$ cat src/rtl/mem_byte_seq.sv
// Byte sequencer between the CPU word request port and a byte-wide RAM.
// Splits word accesses into two little-endian byte accesses and feeds read bytes to the MDR shift register.
module mem_byte_seq #(
  parameter int ADDR_W = 16,
  parameter int RD_LAT = 1
) (
  input  logic              clk,
  input  logic              rst,
  input  logic              req_valid,
  output logic              req_ready,
  input  logic              req_we,
  input  logic              req_byte,
  input  logic [ADDR_W-1:0] req_addr,
  input  logic [15:0]       req_wdata,
  output logic              done,
  output logic [ADDR_W-1:0] mem_addr,
  output logic              mem_re,
  output logic              mem_we,
  output logic [7:0]        mem_wdata,
  input  logic [7:0]        mem_rdata,
  output logic [7:0]        byte_out,
  output logic              byte_low_we,
  output logic              byte_high_we
);

  typedef enum logic [3:0] {
    S_IDLE, S_RD_LO, S_WAIT_LO, S_PUT_LO, S_RD_HI, S_WAIT_HI, S_PUT_HI, S_WR_LO, S_WR_HI
  } state_t;

  localparam logic [2:0] WAIT_LOAD = 3'(RD_LAT - 1);

  state_t            r_state;
  state_t            w_next;
  logic [ADDR_W-1:0] r_addr;
  logic              r_we;
  logic              r_byte;
  logic [15:0]       r_wdata;
  logic [2:0]        r_wait_cnt;
  logic [7:0]        r_mdr;
  logic              w_accept;
  logic              w_in_wait;
  logic              w_wait_done;
  logic [ADDR_W-1:0] w_addr_hi;

  assign w_accept    = req_valid && (r_state == S_IDLE);
  assign w_in_wait   = (r_state == S_WAIT_LO) || (r_state == S_WAIT_HI);
  assign w_wait_done = (r_wait_cnt == 3'd0);
  // High byte address wraps modulo 2^ADDR_W.
  assign w_addr_hi   = r_addr + {{(ADDR_W-1){1'b0}}, 1'b1};

  always_ff @(posedge clk) begin
    if (rst) begin
      r_state <= S_IDLE;
    end else begin
      r_state <= w_next;
    end
  end

  always_ff @(posedge clk) begin
    if (w_accept) begin
      r_addr  <= req_addr;
      r_we    <= req_we;
      r_byte  <= req_byte;
      r_wdata <= req_wdata;
    end
  end

  // Wait counter is loaded in RD_x so WAIT_x lasts exactly RD_LAT cycles.
  always_ff @(posedge clk) begin
    if (rst) begin
      r_wait_cnt <= 3'd0;
      r_mdr      <= 8'd0;
    end else begin
      if ((r_state == S_RD_LO) || (r_state == S_RD_HI)) begin
        r_wait_cnt <= WAIT_LOAD;
      end else if (w_in_wait && !w_wait_done) begin
        r_wait_cnt <= r_wait_cnt - 3'd1;
      end
      if (w_in_wait && w_wait_done) begin
        r_mdr <= mem_rdata;
      end
    end
  end

  always_comb begin
    w_next       = r_state;
    req_ready    = 1'b0;
    done         = 1'b0;
    mem_addr     = '0;
    mem_re       = 1'b0;
    mem_we       = 1'b0;
    mem_wdata    = 8'd0;
    byte_low_we  = 1'b0;
    byte_high_we = 1'b0;
    case (r_state)
      S_IDLE: begin
        req_ready = 1'b1;
        if (req_valid) w_next = req_we ? S_WR_LO : S_RD_LO;
      end
      S_RD_LO: begin
        mem_addr = r_addr;
        mem_re   = 1'b1;
        w_next   = S_WAIT_LO;
      end
      S_WAIT_LO: if (w_wait_done) w_next = S_PUT_LO;
      S_PUT_LO: begin
        byte_low_we = 1'b1;
        done        = r_byte;
        w_next      = r_byte ? S_IDLE : S_RD_HI;
      end
      S_RD_HI: begin
        mem_addr = w_addr_hi;
        mem_re   = 1'b1;
        w_next   = S_WAIT_HI;
      end
      S_WAIT_HI: if (w_wait_done) w_next = S_PUT_HI;
      S_PUT_HI: begin
        byte_high_we = 1'b1;
        done         = 1'b1;
        w_next       = S_IDLE;
      end
      S_WR_LO: begin
        mem_addr  = r_addr;
        mem_wdata = r_wdata[7:0];
        mem_we    = 1'b1;
        done      = r_byte;
        w_next    = r_byte ? S_IDLE : S_WR_HI;
      end
      S_WR_HI: begin
        mem_addr  = w_addr_hi;
        mem_wdata = r_wdata[15:8];
        mem_we    = 1'b1;
        done      = 1'b1;
        w_next    = S_IDLE;
      end
      default: w_next = S_IDLE;
    endcase
  end

  assign byte_out = r_mdr;

endmodule

$ cat config.mk
export PLATFORM = sky130hd
export DESIGN_NAME = mem_byte_seq
export DESIGN_NICKNAME = d
export VERILOG_FILES = /design/src/rtl/mem_byte_seq.sv
export SDC_FILE = /design/constraint.sdc
export NUM_CORES = 1
export LEC_CHECK = 0
export CELL_PAD_IN_SITES_DETAIL_PLACEMENT = 1
export CELL_PAD_IN_SITES_GLOBAL_PLACEMENT = 2
export CORE_ASPECT_RATIO = 1.25
export CORE_UTILIZATION = 25
export DETAILED_ROUTE_END_ITERATION = 12
export GPL_TIMING_DRIVEN = 0
export PLACE_DENSITY_LB_ADDON = 0.05
export SYNTH_ARGS = -nofsm -noshare
export SYNTH_HDL_FRONTEND = slang
export SYNTH_SLANG_ARGS = --single-unit
$ cat constraint.sdc
create_clock -name clk -period 2.2 [get_ports clk]
set_input_delay 0.33 -clock clk [delete_from_list [all_inputs] [get_ports clk]]
set_output_delay 0.33 -clock clk [all_outputs]
set_load 0.02 [all_outputs]
==> results of run 1 <==
## cells by family (layout without fill, tap and decap cells)
kind of cell / count (synthesis) / in the layout / share of synthesized area
adder cells (fa/ha/maj): 3 / 3 / 0.0159
AO/OA/AOI/OAI: 53 / 53 / 0.162
XOR/XNOR: 5 / 5 / 0.0186
multiplexers: 9 / 9 / 0.0382
buffers and inverters: 25 / 139 / 0.0488
AND/OR/NAND/NOR: 75 / 76 / 0.168
flip-flops: 48 / 48 / 0.548
## final cells by class
type | count | area share
Sequential cell | 48 | 0.338
Multi-Input combinational cell | 146 | 0.282
Timing Repair Buffer | 110 | 0.262
Tap cell | 123 | 0.0399
Clock buffer | 5 | 0.0325
Buffer | 10 | 0.0237
Clock inverter | 3 | 0.0110
Inverter | 11 | 0.0107
## Yosys cell counts (2+ instances only)
cell type	number
o211ai_1	2
edfxtp_1	33
a211oi_1	2
nand2b_1	4
nand3_1	8
nand4_1	3
and3_1	2
and4_1	2
nor3_1	6
dfxtp_1	15
clkbuf_1	7
buf_2	2
o21ai_0	11
nor4_1	5
a21o_1	3
or2_2	2
or3_1	2
and2_1	2
a21oi_1	9
nor2_1	16
mux2i_1	9
nor2b_1	2
inv_1	11
a31oi_1	5
o31a_1	3
o2bb2ai_1	2
nand3b_1	2
buf_1	2
a22o_1	9
buf_6	2
nand2_1	15
ha_1	3
xnor2_1	4
## worst reg2reg max path, cell delays in order, from the launching register on
cell and delay (ps):
dfxtp_4 370, buf_4 150, buf_4 170, nor4_2 320, and2_4 510
## flip-flops by register name, summed over array words and instances, names as in the netlist
signal and cells:
r_addr 16, r_wdata 16, byte_out 8, r_state 4
r_wait_cnt 3, r_byte 1
## worst max-delay path by stage
stage | end | slack [ps] | cells past startpoint | startpoint
floorplan | r_addr[0]$_DFFE_PP_ | 30 | 4 | r_state[0]$_SDFFE_PP0P_
global placement | mem_addr[11] | -650 | 7 | r_state[2]$_SDFFE_PP0P_
detailed placement | mem_addr[11] | -610 | 7 | r_state[2]$_SDFFE_PP0P_
CTS | mem_addr[13] | -210 | 7 | r_state[2]$_SDFFE_PP0P_
global route | mem_addr[14] | -210 | 5 | r_addr[9]$_DFFE_PP_
finish | mem_addr[14] | -110 | 6 | r_addr[0]$_DFFE_PP_
## routing by layer
layer	up-vias	track usage	part of all wire
met4	0	0.0452	0
li1	1040	-	-
met1	1018	0.171	0.41
met3	0	0.0448	0.065
met2	57	0.256	0.53
met5	-	0	0
## stage by stage
| step | std cells | setup TNS (ps) | hold slack, ps | utilization |
|---|---|---|---|---|
| after floorplan | 218 | 0 | 408 | - |
| after global placement | 423 | -13080 | 476 | 0.366 |
| after detailed placement | 423 | -12400 | 479 | 0.366 |
| after CTS | 445 | -902 | 494 | 0.409 |
| after global routing | 456 | -1010 | 519 | 0.422 |
| final | 456 | -331 | 491 | 0.422 |
## repair_timing
action	in CTS	in global routing
endpoints found under the setup margin	63	58
resized for setup	160	22
cloned	1	1
hold buffers	0	0
setup buffers	15	12
pin swaps	7	9
## power by group through the flow
stage | combinational [mW] | sequential [mW] | clock, mW
CTS | 0.786 | 1.13 | 0.916
global placement | 0.718 | 1.14 | 0
finish | 0.802 | 1.14 | 0.877
global route | 0.872 | 1.15 | 0.945
floorplan | 0.386 | 1.15 | 0
detailed placement | 0.722 | 1.15 | 0
==> results by group, run 1 <==
STA
  – Relative slew slack: 0.669
  – Setup-failing EPs final: 7
  – Clock Skews: 4.91 ps
  – Final Worst Setup Slack: -105 ps
  – Final Hold Vio Count: 0
  – Final period utilization: 1.05
  – RSZ-0062 raised after global routing: yes
  – Worst slew pin tran: 496 ps
  – Max Freq: 0.434 GHz
  – Final Slew Violations: 0
  – Post-route minimum period: 2310 ps

Critical path
  – Slowest-stage cell, CP: or4_1
  – R2r endpoint: r_wdata[14]$_DFFE_PP_
  – Cells along the critical path: ha_2 -> and3_4 -> nand2_4 -> or4_1 -> o211ai_1 -> buf_4
  – Worst-path maximum fanout: 5
  – Worst Path Required: around 1900 ps
  – Crit-path leading delay family: simple AND/OR/NAND/NOR gates
  – R2R cell count: 4
  – Reg2Reg Setup Slack: 320 ps
  – Crit. End Element: output pin
  – CP arrival: just under 2000 ps
  – Reg2reg start: r_state[2]$_SDFFE_PP0P_
  – Worst Setup Start Kind: register
  – WP buf/inv: 1
  – CP peak stage delay: just over 500 ps
  – Critical path class: reg -> out

Clock tree
  – Sinks on Clock Net: 48
  – H-tree depth: 2
  – Clock Pin Slew Worst Setup and Hold Paths: 70 ps
  – Clk buf depth: 2
  – CTS Buf Count: 5
  – CTS tree: yes
  – Root Buffer: clkbuf_16
  – Clock latency on the worst-skew pair: between 200 and 300 ps

Floorplanning
  – Die Y: ~110 um
  – DIE WIDTH: 88.9 um
  – Initial core utilization: 0.258
  – # IOs: 83
  – Core Box Area: 9130 um^2
  – Row Count: 39
  – Die area: 9820 um^2

Power and ir drop
  – P_int: 2.00 mW
  – Sw Ratio: 0.291
  – PnR Total Power: 2.82 mW
  – PD cells: about 730 nW/um^2
  – Clk network pwr share: 0.311
  – Comb power frac: 0.284
  – Peak VDD IR: around 0.00045 V
  – Seq pwr share: 0.405
  – LEAKAGE: 1.51 nW
  – Net switching power: 0.819 mW

Yosys
  – Top-area cell type share of the netlist area: 0.420
  – Ys Warns: 0
  – Flops & latches, synth: 48
  – Count of different cell masters after synthesis: 46
  – Post-synth top area cell: edfxtp_1
  – Syn Area/Cell: 10.8 um^2
  – Synth Net Count: 266
  – Sequential fraction of the synthesis area: 0.548
  – Post-Synthesis Cells: between 200 and 250
  – Async S/R FF share, synth: 0
  – Synth area leaders: edfxtp_1 (42%), dfxtp_1 (13%), mux2i_1 (3.8%)
  – Synth Flop Type: edfxtp_1
  – Post-Syn Area: 2360 um^2
  – Post-synth EDFFs: 33

Hold path
  – Worst Hold Class: reg -> reg
  – Hold Path Depth: 1
  – HP Start: r_byte$_DFFE_PP_
  – Hold EP: r_state[3]$_SDFFE_PP0P_

Cells and area
  – Register area: 1300 um^2
  – Most frequent cells in the layout: clkdlybuf4s50_1 (52), edfxtp_1 (33), buf_4 (32)
  – Antenna Cells: 0
  – Final Cell Area: 3850 um^2
  – Share of layout cells above drive strength 1: 0.306
  – Final-layout fill cell count: 1021
  – Layout net count: 380
  – Commonest non-fill, non-tap cell in the layout: clkdlybuf4s50_1
  – Layout area overhead: 63.4%
  – Multi-input gate area: 1090 um^2

Place
  – DP Wirelength: 4.62 mm
  – Gpl congestion: 0.695
  – Setup WS pre-CTS: -608 ps
  – Post-DP Area: approximately 3300 um^2
  – Buffers on Ports: slightly above 80

Routing
  – # DRC: 0
  – Vias/cell: 4.64
  – Drt total wl: 6.89 mm
  – Violation count after the first detailed-route iteration: between 60 and 70
  – DR vias: 2115
  – Routed len/inst: 15.1 um
  – Initial DRT Pass Iterations: 4
  – Antenna Nets Post-Route: 0

GRT
  – First-pass GRT wire length: 11.1 mm
  – Vias in the first global route: between 2000 and 2500
  – Global Route Usage Sum: 0.148
  – Largest net degree at the start of global routing: 34
  – Initial antenna violation count: 0
  – Grt total ovfl: 0

Job
  – Max cap viols: 0

Run status
  – Failing checks: setup timing
  – Run status: finished with violations
Power figures use the tool's default switching activity.
==> run 2: changes to the inputs <==
SKIP_CTS_REPAIR_TIMING = 1   (was default)
==> results by group, run 2 (same netlist as run 1, synthesis figures left out) <==
Place
  – Post-DP Area: 3340 um^2
  – Buffers on Ports: 82
  – DP Wirelength: about 4.6 mm
  – Placed cells: 423
  – Gpl congestion: 0.695

STA
  – Max Freq: roughly 0.42 GHz
  – Clock Skews: 4.15 ps
  – RSZ-0062 raised after global routing: yes
  – Final Slew Violations: 0
  – Final Worst Setup Slack: -165 ps
  – Final period utilization: 1.07
  – Relative slew slack: 0.668
  – Final hold slack: 488 ps
  – Final Hold Vio Count: 0
  – Setup-failing EPs final: 9
  – Worst slew pin tran: 498 ps
  – Post-route minimum period: between 2000 and 2500 ps

Routing
  – # DRC: 0
  – Antenna Nets Post-Route: 0
  – Vias/cell: approximately 4.7
  – DR vias: around 2100
  – Routed len/inst: 15.1 um
  – Initial DRT Pass Iterations: 4
  – Violation count after the first detailed-route iteration: 56
  – Drt total wl: just under 7 mm

Clock tree
  – Clock latency on the worst-skew pair: 290 ps
  – CTS tree: yes
  – Clk buf depth: 2
  – H-tree depth: 2
  – Clock Pin Slew Worst Setup and Hold Paths: around 70 ps
  – Root Buffer: clkbuf_16
  – CTS Buf Count: 5
  – Sinks on Clock Net: 48

Power and ir drop
  – Peak VDD IR: 0.000471 V
  – PD cells: 738 nW/um^2
  – LEAKAGE: 1.63 nW

Critical path
  – Reg2reg start: r_state[0]$_SDFFE_PP0P_
  – Reg2Reg Setup Slack: 330 ps
  – CP arrival: 2030 ps
  – Worst-path maximum fanout: 7
  – Crit. End Element: output pin
  – Critical path class: reg -> out
  – Worst Path Required: 1870 ps
  – Worst Setup Start Kind: register
  – R2R cell count: 4
  – Launch point of the worst path: r_state[2]$_SDFFE_PP0P_
  – R2r endpoint: r_wdata[14]$_DFFE_PP_

Cells and area
  – Layout net count: between 300 and 400
  – Finished Layout Cells: 451
  – Share of layout cells above drive strength 1: 0.277
  – Commonest non-fill, non-tap cell in the layout: clkdlybuf4s50_1
  – Antenna Cells: 0
  – Layout area overhead: 61.7%
  – Final-layout fill cell count: 1015
  – Final Cell Area: 3810 um^2
  – Register area: about 1300 um^2
  – Multi-input gate area: 1080 um^2
  – Most frequent cells in the layout: clkdlybuf4s50_1 (52), edfxtp_1 (33), buf_4 (22)
  – Final Util: 0.418

Floorplanning
  – Die area: 9820 um^2
  – Core Box Area: between 9000 and 10000 um^2
  – Die Y: approximately 110 um
  – DIE WIDTH: about 89 um
  – Initial core utilization: 0.258
  – Row Count: 39
  – # IOs: 83

Run status
  – Run status: finished with violations
  – Failing checks: setup timing

Job
  – Max cap viols: 0

Hold path
  – Worst Hold Class: reg -> reg
  – Hold EP: r_state[3]$_SDFFE_PP0P_
  – HP Start: r_byte$_DFFE_PP_
  – Hold Path Depth: 1

GRT
  – Vias in the first global route: approximately 2100
  – Global Route Usage Sum: 0.142
  – Largest net degree at the start of global routing: 34
  – Initial antenna violation count: 0
  – First-pass GRT wire length: 10.6 mm
  – Grt total ovfl: 0
[run 2: cell count changes in the layout (fill, tap and decap cells not counted), moves of 2 or more]
cell / delta
clkbuf_4: +2
clkdlybuf4s15_2: -8
buf_2: -2
dlymetal6s2s_1: +10
dlygate4sd2_1: -4
clkbuf_2: +8
nor4_2: -2
buf_4: -10
clkdlybuf4s15_1: -2
[run 2: routing by layer]
metal	global-route usage	up-vias	part of all wire
met5	0	-	0
met4	0.0452	0	0.011
met3	0.0478	5	0.064
met2	0.241	56	0.51
met1	0.164	1025	0.41
li1	-	1027	-
[run 2: worst max-delay path, cell delays in order (launching register included)]
cell and delay (ps):
dfxtp_4 390, xnor2_4 150, or3_4 410, or4_1 520, o211ai_1 110, buf_4 170
[run 2: worst max path at each step]
stage,slack [ps],end
2_1_floorplan,30,r_addr[0]$_DFFE_PP_
3_3_place_gp,-650,mem_addr[11]
3_5_place_dp,-610,mem_addr[11]
4_1_cts,-940,mem_addr[11]
5_1_grt,-240,mem_addr[14]
6_report,-160,mem_addr[14]
[run 2: area by class of cell]
cell class	count	share of cell area
sequential	48	0.340
timing repair buffer	105	0.260
buffer	10	0.0207
clock buffer	5	0.0328
clock inverter	3	0.0112
multi-input combinational	146	0.284
tap	123	0.0404
inverter	11	0.0108
[run 2: stage by stage]
| step | total power [mW] | setup TNS [ps] | setup WS, ps |
|---|---|---|---|
| 6_report | 2.81 | -855 | -165 |
| 4_1_cts | 2.77 | -22330 | -941 |
| 2_1_floorplan | 1.54 | 0 | 29.0 |
| 5_1_grt | 2.96 | -1760 | -243 |
| 3_3_place_gp | 1.86 | -13080 | -645 |
| 3_5_place_dp | 1.87 | -12400 | -608 |
[run 2: power breakdown]
group          switching, mW  internal, mW  leakage [nW]
registers             0.0621          1.07         0.433
clock network          0.343         0.533        0.0760
logic                  0.410         0.389          1.12
total                  0.815          2.00          1.63
==> run 3: changes to the inputs <==
CAP_MARGIN = 20   (was default)
GPL_ROUTABILITY_DRIVEN = 0   (was default)
==> results of run 3 <==
The final DEF is identical to that of run 2; final timing and power are the same.
